$ cat config.mk
export PLATFORM = sky130hd
export DESIGN_NAME = fiber_pe_arbiter
export DESIGN_NICKNAME = d
export VERILOG_FILES = /design/src/rtl/fiber_pe_arbiter.sv
export SDC_FILE = /design/constraint.sdc
export NUM_CORES = 1
export LEC_CHECK = 0
export CAP_MARGIN = 20
export CELL_PAD_IN_SITES_DETAIL_PLACEMENT = 0
export CELL_PAD_IN_SITES_GLOBAL_PLACEMENT = 1
export CORE_AREA = 2 2 186 188
export CTS_BUF_LIST = sky130_fd_sc_hd__clkbuf_4
export DETAILED_ROUTE_END_ITERATION = 12
export DIE_AREA = 0 0 188 190
export PLACE_DENSITY = 0.78
export SLEW_MARGIN = 20
export SYNTH_ARGS = -nofsm -noshare
export SYNTH_HDL_FRONTEND = slang
export SYNTH_SLANG_ARGS = --single-unit
export TNS_END_PERCENT = 100
$ cat constraint.sdc
create_clock -name i_clk -period 5.71 [get_ports i_clk]
set_input_delay 0.571 -clock i_clk [delete_from_list [all_inputs] [get_ports i_clk]]
set_output_delay 0.571 -clock i_clk [all_outputs]
set_load 0.01 [all_outputs]
$ cat src/rtl/fiber_pe_arbiter.sv
// Round-robin arbiter sharing the fiber cache PE request channel between NUM_PE
// processing elements; one request outstanding, READ/CONSUME hold until data returns.
module fiber_pe_arbiter #(
  parameter int NUM_PE     = 4,
  parameter int ADDR_WIDTH = 64,
  parameter int DATA_WIDTH = 16
) (
  input  logic                         i_clk,
  input  logic                         i_reset,
  input  logic [4*NUM_PE-1:0]          i_pe_req_type,
  input  logic [ADDR_WIDTH*NUM_PE-1:0] i_pe_addr,
  input  logic [DATA_WIDTH*NUM_PE-1:0] i_pe_wdata,
  input  logic [NUM_PE-1:0]            i_pe_valid,
  output logic [NUM_PE-1:0]            o_pe_ready,
  output logic [DATA_WIDTH-1:0]        o_pe_rdata,
  output logic [NUM_PE-1:0]            o_pe_rdata_valid,
  input  logic [NUM_PE-1:0]            i_pe_rdata_ready,
  output logic [3:0]                   o_request_type,
  output logic [ADDR_WIDTH-1:0]        o_addr,
  output logic [DATA_WIDTH-1:0]        o_data,
  output logic                         o_type_valid,
  input  logic                         i_type_ready,
  input  logic [DATA_WIDTH-1:0]        i_cache_data,
  input  logic                         i_cache_data_valid,
  output logic                         o_cache_data_ready,
  output logic [NUM_PE-1:0]            o_grant,
  output logic                         o_illegal
);

  localparam int PTR_W = (NUM_PE > 1) ? $clog2(NUM_PE) : 1;

  typedef enum logic [1:0] {
    IDLE      = 2'd0,
    ISSUE     = 2'd1,
    WAIT_DATA = 2'd2
  } state_t;

  state_t           state;
  logic [PTR_W-1:0] rr_ptr;
  logic [PTR_W-1:0] grant_idx;
  logic [PTR_W-1:0] winner_idx;
  logic             found;
  logic [3:0]       win_type;
  logic             win_legal;
  logic             accept;
  logic             in_wait;
  logic             wants_data;

  function automatic logic [PTR_W-1:0] next_ptr(input logic [PTR_W-1:0] p);
    if (int'(p) >= NUM_PE - 1) return '0;
    return p + PTR_W'(1);
  endfunction

  // NOTE: combinational blocks use blocking '=' and give every output a default
  // up front, so no path leaves a signal unassigned and a latch is never inferred.
  always_comb begin : rr_search
    logic [PTR_W-1:0] idx;
    found      = 1'b0;
    winner_idx = '0;
    idx        = rr_ptr;
    for (int k = 0; k < NUM_PE; k++) begin
      if (!found && i_pe_valid[idx]) begin
        found      = 1'b1;
        winner_idx = idx;
      end
      idx = next_ptr(idx);
    end
  end

  assign win_type   = i_pe_req_type[4*winner_idx +: 4];
  assign win_legal  = (win_type != 4'b0000) && ((win_type & (win_type - 4'd1)) == 4'b0000);
  // Reset masks the accept so nothing is captured while reset is held.
  assign accept     = (state == IDLE) && found && !i_reset;
  assign o_pe_ready = accept ? (NUM_PE'(1) << winner_idx) : '0;

  // READ (0010) or CONSUME (1000) wait for a returned data word.
  assign wants_data = o_request_type[1] | o_request_type[3];

  // Return path is only live in WAIT_DATA; reset blocks any partial handshake.
  assign in_wait            = (state == WAIT_DATA) && !i_reset;
  assign o_type_valid       = (state == ISSUE) && !i_reset;
  assign o_pe_rdata         = in_wait ? i_cache_data : '0;
  assign o_pe_rdata_valid   = (in_wait && i_cache_data_valid) ? (NUM_PE'(1) << grant_idx) : '0;
  assign o_cache_data_ready = in_wait && i_pe_rdata_ready[grant_idx];

  // NOTE: sequential state uses non-blocking '<=' so every flop samples the
  // pre-edge values regardless of statement order.
  always_ff @(posedge i_clk) begin
    if (i_reset) begin
      state          <= IDLE;
      rr_ptr         <= '0;
      grant_idx      <= '0;
      o_grant        <= '0;
      o_request_type <= '0;
      o_addr         <= '0;
      o_data         <= '0;
      o_illegal      <= 1'b0;
    end else begin
      o_illegal <= 1'b0;
      case (state)
        IDLE: begin
          if (accept) begin
            o_request_type <= win_type;
            o_addr         <= i_pe_addr[ADDR_WIDTH*winner_idx +: ADDR_WIDTH];
            o_data         <= i_pe_wdata[DATA_WIDTH*winner_idx +: DATA_WIDTH];
            grant_idx      <= winner_idx;
            if (win_legal) begin
              o_grant <= NUM_PE'(1) << winner_idx;
              state   <= ISSUE;
            end else begin
              // Dropped request: flag it and move fairness past the offender.
              o_illegal <= 1'b1;
              rr_ptr    <= next_ptr(winner_idx);
            end
          end
        end
        ISSUE: begin
          if (i_type_ready) begin
            if (wants_data) begin
              state <= WAIT_DATA;
            end else begin
              state   <= IDLE;
              o_grant <= '0;
              rr_ptr  <= next_ptr(grant_idx);
            end
          end
        end
        WAIT_DATA: begin
          if (i_cache_data_valid && i_pe_rdata_ready[grant_idx]) begin
            state   <= IDLE;
            o_grant <= '0;
            rr_ptr  <= next_ptr(grant_idx);
          end
        end
        default: state <= IDLE;
      endcase
    end
  end

endmodule

After elaboration in Yosys (flattened, before gate mapping)
Index checks and enable logic that the tools add are counted.

Register bits: 95. Input port bits: 364.

Add/subtract/negate cells: 6. Magnitude comparators: 10. Equal/unequal tests: 8. Shift operators: 5. Muxes and demuxes: 67. Bitwise operators: 4. Reduce and logical (&&, ||, !) cells: 24.

Operators with widths (count): variable part select 256 x 9 -> 64 bit (1); variable part select 64 x 7 -> 16 bit (1); 2-to-1 mux 2 bit (25); 2-to-1 mux 4 bit (7); 2-to-1 mux 1 bit (26); 2-to-1 mux 16 bit (1); variable part select 16 x 5 -> 4 bit (1); < comparator 2 x 3 -> 1 bit, second input constant (5); case mux 2 bit (3 select lines) (2); case mux 4 bit (3 select lines) (1); AND reduction 6 bit (2); logical AND 1 bit (11); adder 2 x 1 -> 2 bit, second input constant (5); binary-select mux 1 bit (select 2 bit) (5); >= comparator 2 bit, second input constant (5); != test 2 bit, second input constant (5); << shifter 1 x 2 -> 4 bit, first input constant (2); bitwise AND 4 bit (1); logical NOT 1 bit (4); logical NOT 4 bit (1); AND reduction 4 bit (1); nonzero test 4 bit (1); subtractor 4 x 1 -> 4 bit, second input constant (1); nonzero test 3 bit (1); 8 further kinds (9).

Depth between registers and ports, before layout
Gate-level depths: netlist of run 1.

Depth in word-level cells: 26. Gate-level depth with buffers: 15. Mapped depth without buffers: 11.

Worst setup path after synthesis of run 1
No wires, ideal clock.

Path type: register to output. From: register rr_ptr[1]. To: output o_pe_ready[3]. Data arrival time: 3.220 ns. Required time: 5.139 ns. Setup slack: 1.919 ns. Cell stages (with the launch flop): 14. Path buffers: 5. Path through: dfxtp_1 ha_1 buf_6 or4_4 a21oi_4 o21ba_2 buf_4 nor2_1 inv_1 clkbuf_1 clkbuf_1 buf_1 ha_1 and2_1.

RTL lines: start, declared (RTL line 39) `logic [PTR_W-1:0] rr_ptr;`; start signal, assigned (RTL line 113) `rr_ptr <= next_ptr(winner_idx);`; start signal, assigned (RTL line 124) `rr_ptr <= next_ptr(grant_idx);`; start signal, assigned (RTL line 132) `rr_ptr <= next_ptr(grant_idx);`; >= comparator 2 bit (RTL line 50) `if (int'(p) >= NUM_PE - 1) return '0;`; 2-to-1 mux 1 bit (RTL line 50); 2-to-1 mux 2 bit (RTL line 51) `return p + PTR_W'(1);`; >= comparator 2 bit or binary-select mux 1 bit (select 2 bit) (tied branches) (RTL line 50, 62); 2-to-1 mux 1 bit, on equally long branches (RTL line 50, 62); 2-to-1 mux 2 bit or logical AND 1 bit (tied branches) (RTL line 51, 62); >= comparator 2 bit, or another cell as far along (RTL line 50); 2-to-1 mux 1 bit, or another cell as far along (RTL line 50); 2-to-1 mux 2 bit or logical AND 1 bit (tied branches) (RTL line 51, 62); binary-select mux 1 bit (select 2 bit) or 2-to-1 mux 1 bit (tied branches) (RTL line 62) `if (!found && i_pe_valid[idx]) begin`; 2-to-1 mux 1 bit (implied by the code) or logical NOT 1 bit (tied branches) (RTL line 62); logical AND 1 bit (RTL line 62); 2-to-1 mux 2 bit (*) (RTL line 62); via winner_idx[0] (RTL line 41) `logic [PTR_W-1:0] winner_idx;`; << shifter 1 x 2 -> 4 bit (*) (RTL line 74) `assign o_pe_ready = accept ? (NUM_PE'(1) << winner_idx) : '0;`; 2-to-1 mux 4 bit (*) (RTL line 74); end, declared (RTL line 14) `output logic [NUM_PE-1:0] o_pe_ready,`.

The timed path passes the listed nets; every way through them passes the cells marked *. The select of a mux whose other input is x is not followed.

Worst setup path in the final report of run 1
From: register rr_ptr[0]. To: output o_pe_ready[3].

Longest elaborated chain between the ends: 16.

RTL lines: >= comparator 2 bit (RTL line 50); 2-to-1 mux 1 bit (RTL line 50); 2-to-1 mux 2 bit (RTL line 51); >= comparator 2 bit or binary-select mux 1 bit (select 2 bit) (tied branches) (RTL line 50, 62); 2-to-1 mux 1 bit, on equally long branches (RTL line 50, 62); 2-to-1 mux 2 bit or logical AND 1 bit (tied branches) (RTL line 51, 62); >= comparator 2 bit, or another cell as far along (RTL line 50); 2-to-1 mux 1 bit, or another cell as far along (RTL line 50); 2-to-1 mux 2 bit or logical AND 1 bit (tied branches) (RTL line 51, 62); binary-select mux 1 bit (select 2 bit) or 2-to-1 mux 1 bit (tied branches) (RTL line 62); 2-to-1 mux 1 bit (implied by the code) or logical NOT 1 bit (tied branches) (RTL line 62); logical AND 1 bit (RTL line 62); 2-to-1 mux 1 bit (RTL line 62); logical AND 1 bit (2 in a row) (RTL line 73) `assign accept = (state == IDLE) && found && !i_reset;`; 2-to-1 mux 4 bit (*) (RTL line 74).

Mark *: on every way between the ends. The rest lies on a longest branch, timed or not. The select of a mux whose other input is x is not followed.

==> impl_metrics.toml, run 1 <==
[die]
initial_utilization_pct = 19.4
fp.coreArea_mm2 = 0.0339
io_pins = 479
die_w_um = 188
fp.dieH_um = 190
dieArea_mm2 = 0.0357
rows = 68

[routing]
wl_per_cell_um = 17.3
drt_iter0_markers = 449
wl_um = 31900
drc = 0
via_count = 8414
ant_nets = 0
dr.pass1.iters = 5
viasPerCell = 4.56

[global_route]
antenna_found_initial = 1
grt_pass1_vias = 8050
grt_max_degree = 161
grt_pass1_wl_um = 46800
grt-ovfl-total = 0
grt_util_all_layers_pct = 16.8

[critical_path]
path_cells = "ha_1 > mux2_4 > mux2_2 > a311oi_2 > o32ai_4 > inv_2 > ha_1 > and2_1 > clkdlybuf4s50_1"
rr_startpoint = "rr_ptr[0]$_SDFFE_PP0P_"
path_delay_family = "buffers and inverters"
critPathSlowestCell = "dfxtp_1"
cp-end-kind = "output pin"
crit_fanout = 32
start_kind = "flop"
cp_slowest_stage_delay_ps = 720
cp.arrival_ps = 4310
critPathRequiredTime_ps = 5140
cp_num_buf_inv = 2
path_class = "reg -> out"
cp-startpoint = "rr_ptr[0]$_SDFFE_PP0P_"
rr_endpoint = "o_grant[0]$_SDFFE_PP0P_"
r2r_slack_ps = 1230
crit_top_cell = "ha_1"
worstRegToRegCells = 11

[power_and_ir_drop]
leakage_nw = 4.70
total_power_mw = 6.11
pwr_density_cell_mw_per_mm2 = 515
peakVddDrop_uv = 474

[clock_tree]
cts.repair.resized = 0
cts_tree = "built"
numCtsBuffers = 9
cts.sinks = 95
htree_levels = 3
clk_path_buf_depth = 2
clk_latency_ps = 480
cts.clk_slew.worst_paths_ps = 170
post_cts_buffers = 0
cts_root_buf = "clkbuf_4"
hold_buffers = 0

[timing]
finalSetupViolCount = 0
fin_crit_sh_pct = 85.5
worst_hold_slack_ps = 437
clock_skew_ps = 17.0
tightest_slew_ps = 925
fmaxAchievable_mhz = 205
hold_viol_final = 0
rsz0062_at_grt = "no"
tns_ps = 0
relSlewSlack_pct = 38.2
finalCriticalPeriod_ps = 4880
slew_viol_final = 0

[yosys]
async_flop_share_pct = 0
synth_edf_count = 0
syn-cell-area_mm2 = 0.00657
synthTopCellsByCount = "nand2_1, a21oi_1, dfxtp_1"
synth_nets = 1342
syn_avg_cell_area_um2 = 6.81
ys_seq_area_share_pct = 28.9
synth_most_common_cell = "nand2_1"
yosysWarningCount = 0
synth.top_cell.area_share_pct = 28.9
synthFlopType = "dfxtp_1"
synth_top_cells_by_area = "dfxtp_1, nand2_1, a21oi_1"
ys_types = 51
syn_inst = 965
ys_ff_latch = 95
synth_top_cell_by_area = "dfxtp_1"

[cells_and_area]
drive_above_1_share_pct = 3.53
syn2layout_area_growth_pct = 80.7
fin_cells = 1846
finalCoreUtilization_pct = 35.0
fin_nets = 1761

[run_status]
outcome = "finished clean"

[flow_run]
drv_cap = 0

[min_path]
min_path_type = "in -> reg"
holdCritStartpoint = "i_reset"
min_path_cells = 2
hold_end = "o_grant[1]$_SDFFE_PP0P_"

[placement]
post-place-cells = 1827
place_congestion = 0.860
port_buffers = 478
hpwl_um = 23800
==> cell usage in the layout (no fill, tap or decap), types with 2 or more instances in the layout <==
master	Yosys	routed
a21oi_1	118	118
a311oi_1	54	54
and2_1	23	22
and3_1	60	60
buf_12	0	3
buf_4	1	8
clkbuf_4	0	9
clkdlybuf4s50_1	0	477
clkinv_2	0	2
clkinvlp_4	0	2
dfxtp_1	95	95
diode_2	0	2
ha_1	13	13
inv_1	11	9
mux2_2	3	3
mux2i_1	33	33
mux4_2	3	3
nand2_1	292	292
nand2b_1	3	3
nand3_1	3	3
nand4b_1	2	2
nor2_1	70	69
nor2b_1	9	9
o211a_1	2	2
o211ai_1	9	9
o21ai_0	45	45
o21bai_1	3	3
or3_1	4	4
or4b_1	5	5
==> how the worst max path moves through the flow <==
stage,cells past startpoint,slack (ps),endpoint
floorplan,13,1920,o_pe_ready[3]
global placement,11,1130,o_grant[3]$_SDFFE_PP0P_
detailed placement,11,990,o_grant[0]$_SDFFE_PP0P_
CTS,9,750,o_pe_ready[3]
global route,9,530,o_pe_ready[2]
finish,9,830,o_pe_ready[3]
==> flip-flops by register name (all words and copies together), names as in the netlist <==
name,count
state,2
o_addr,64
o_data,16
o_illegal,1
o_grant,4
rr_ptr,2
grant_idx,2
o_request_type,4
==> metrics by stage <==
| step | area [µm²] | setup slack, ps |
|---|---|---|
| after global placement | 11700 | 1130 |
| after floorplan | 6570 | 1920 |
| after global routing | 11900 | 526 |
| final | 11900 | 829 |
| after CTS | 11900 | 753 |
| after detailed placement | 11700 | 987 |
==> cells by family (layout without fill, tap and decap cells) <==
logic type,count (synthesis),after routing,synth area share (%)
adders and majority gates,13,13,2.47
other,0,2,0
muxes,41,41,6.97
AOI/OAI and AO/OA,247,247,23.9
buffers and inverters,92,516,5.58
and+or+nand+nor,476,476,32.0
DFF,95,95,28.9
xor gates and xnor gates,1,1,0.133
==> area by class of cell <==
class,instances,area [µm²]
tap,455,569
timing repair buffer,489,4900
multi-input combinational,778,4320
clock inverter,7,72.6
sequential,95,1900
antenna,2,5.00
clock buffer,9,67.6
inverter,11,43.8
fill,3547,22100
==> per-layer routing <==
| layer | global-route usage, % | share of wire (%) |
|---|---|---|
| met5 | 0 | 0 |
| met4 | 5.45 | 2.1 |
| met3 | 3.87 | 6.2 |
| met2 | 28.3 | 49 |
| met1 | 21.3 | 43 |
==> report_power, final <==
part / switching, mW / internal (mW) / total (mW)
clock network: 0.266 / 0.134 / 0.401
logic: 2.59 / 1.95 / 4.55
registers: 0.181 / 0.983 / 1.16
total: 3.04 / 3.07 / 6.11
Note: power is estimated with default switching activity, not from simulation.
==> run 2, diff against run 1 <==
--- a/config.mk
+++ b/config.mk
@@ -12,7 +12,7 @@
 export CTS_BUF_LIST = sky130_fd_sc_hd__clkbuf_4
 export DETAILED_ROUTE_END_ITERATION = 12
 export DIE_AREA = 0 0 188 190
-export PLACE_DENSITY = 0.78
+export PLACE_DENSITY_LB_ADDON = 0.2
 export SLEW_MARGIN = 20
 export SYNTH_ARGS = -nofsm -noshare
 export SYNTH_HDL_FRONTEND = slang
==> impl_metrics.toml, run 2 (synthesized netlist as in run 1, its figures left out) <==
[min_path]
min_path_type = "in -> reg"

[clock_tree]
cts.repair.resized = 0
cts_root_buf = "clkbuf_4"
clk_path_buf_depth = 2
htree_levels = 3
cts.clk_slew.worst_paths_ps = 180
post_cts_buffers = 0
cts.sinks = 95
clk_latency_ps = 500
numCtsBuffers = 9
cts_tree = "built"
hold_buffers = 0

[global_route]
grt_pass1_wl_um = 48300
grt_util_all_layers_pct = 17.5
grt-ovfl-total = 0
grt_pass1_vias = 7896
grt_max_degree = 120
antenna_found_initial = 5

[critical_path]
path_delay_family = "simple AND/OR/NAND/NOR gates"
crit_top_cell = "ha_1"
cp_num_buf_inv = 3
cp_slowest_stage_delay_ps = 740
cp.arrival_ps = 4450
path_class = "reg -> out"
critPathRequiredTime_ps = 5140
cp-end-kind = "output pin"
start_kind = "flop"
critPathSlowestCell = "dfxtp_1"
path_cells = "ha_1 > or3_1 > and3_1 > or3_4 > o32ai_4 > buf_4 > inv_2 > ha_1 > and2_1 > clkdlybuf4s50_1"
crit_fanout = 24

[timing]
rsz0062_at_grt = "no"
fin_crit_sh_pct = 87.9
relSlewSlack_pct = 25.5
fmaxAchievable_mhz = 199
clock_skew_ps = 22.3
finalWorstSetupSlack_ps = 690
finalCriticalPeriod_ps = 5020
finalSetupViolCount = 0
tns_ps = 0
slew_viol_final = 0
hold_viol_final = 0
tightest_slew_ps = 1110

[cells_and_area]
drive_above_1_share_pct = 3.53
top_regs = "o_addr: 64 flops, o_data: 16 flops"
fin_nets = 1761
layout_commonest_cell = "clkdlybuf4s50_1"
regMostFlops = "o_addr"
final_cell_mix = "clkdlybuf4s50_1, nand2_1, a21oi_1, dfxtp_1, nor2_1"
largest_reg_flops = 64
syn2layout_area_growth_pct = 81.7

[routing]
drt_iter0_markers = 378
ant_nets = 0
wl_per_cell_um = 17.8
dr.pass1.iters = 4
drc = 0
via_count = 8248
viasPerCell = 4.46
wl_um = 32900

[power_and_ir_drop]
leakage_nw = 4.73
pwr_density_cell_mw_per_mm2 = 521
total_power_mw = 6.23
peakVddDrop_uv = 390

[placement]
place_ws_ps = 968
place_congestion = 0.820
port_buffers = 478
hpwl_um = 24900

[die]
fp.dieH_um = 190
io_pins = 479
fp.coreArea_mm2 = 0.0339
die_w_um = 188
rows = 68
initial_utilization_pct = 19.4
dieArea_mm2 = 0.0357

[run_status]
outcome = "finished clean"

[flow_run]
drv_cap = 0
run 2: cell count changes in the layout (fill, tap and decap cells not counted), sizes merged:
cell	delta
bufinv	+3
clkinv	-2
clkinvlp	-2
diode	+3
inv	+1
run 2: stage by stage:
step / utilization (%) / cells / cell area (µm²) / hold slack, ps
detailed placement: 34.5 / 1828 / 11700 / 457
global placement: 34.5 / 1828 / 11700 / 448
floorplan: - / 965 / 6570 / 472
finish: 35.2 / 1849 / 11900 / 307
global route: 35.2 / 1848 / 11900 / 261
CTS: 35.2 / 1844 / 11900 / 228
run 2: worst paths after layout:
| check | slack, ps | end | depth (start not counted) | from |
|---|---|---|---|---|
| min | 310 | rr_ptr[1]$_SDFFE_PP0P_ | 2 | i_reset |
| min reg2reg | 490 | o_addr[48]$_SDFFE_PP0P_ | 2 | o_addr[48]$_SDFFE_PP0P_ |
| max reg2reg | 1410 | rr_ptr[0]$_SDFFE_PP0P_ | 10 | rr_ptr[0]$_SDFFE_PP0P_ |
| max | 690 | o_pe_ready[2] | 10 | rr_ptr[0]$_SDFFE_PP0P_ |
run 2: where the power goes:
part,switching (mW),leakage (nW),total [mW],internal (mW)
clock network,0.275,0.111,0.543,0.268
registers,0.183,0.787,1.17,0.983
logic,2.57,3.83,4.52,1.95
total,3.03,4.73,6.23,3.20
run 2: cell type report:
type,count,area (µm²)
antenna,5,12.5
clock buffer,9,67.6
clock inverter,7,143
fill,3641,22000
inverter,11,43.8
multi-input combinational,778,4320
sequential,95,1900
tap,455,569
timing repair buffer,489,4890
run 2: worst reg2reg max path: stages, from the launching register on:
cell and delay [ps]:
dfxtp_1 740, ha_1 470, or3_1 430, a21boi_0 320, o41ai_2 180, nor2_1 470, o221ai_1 330, or3_1 510
o21bai_1 260, or3_1 350, and3_1 180
run 2: layer usage:
metal	wire length, µm	vias to the layer above	track usage (%)
met1	14300	3796	21.8
met5	0	-	0
met2	16000	226	29.7
li1	-	4191	-
met3	1840	35	4.26
met4	698	0	5.88
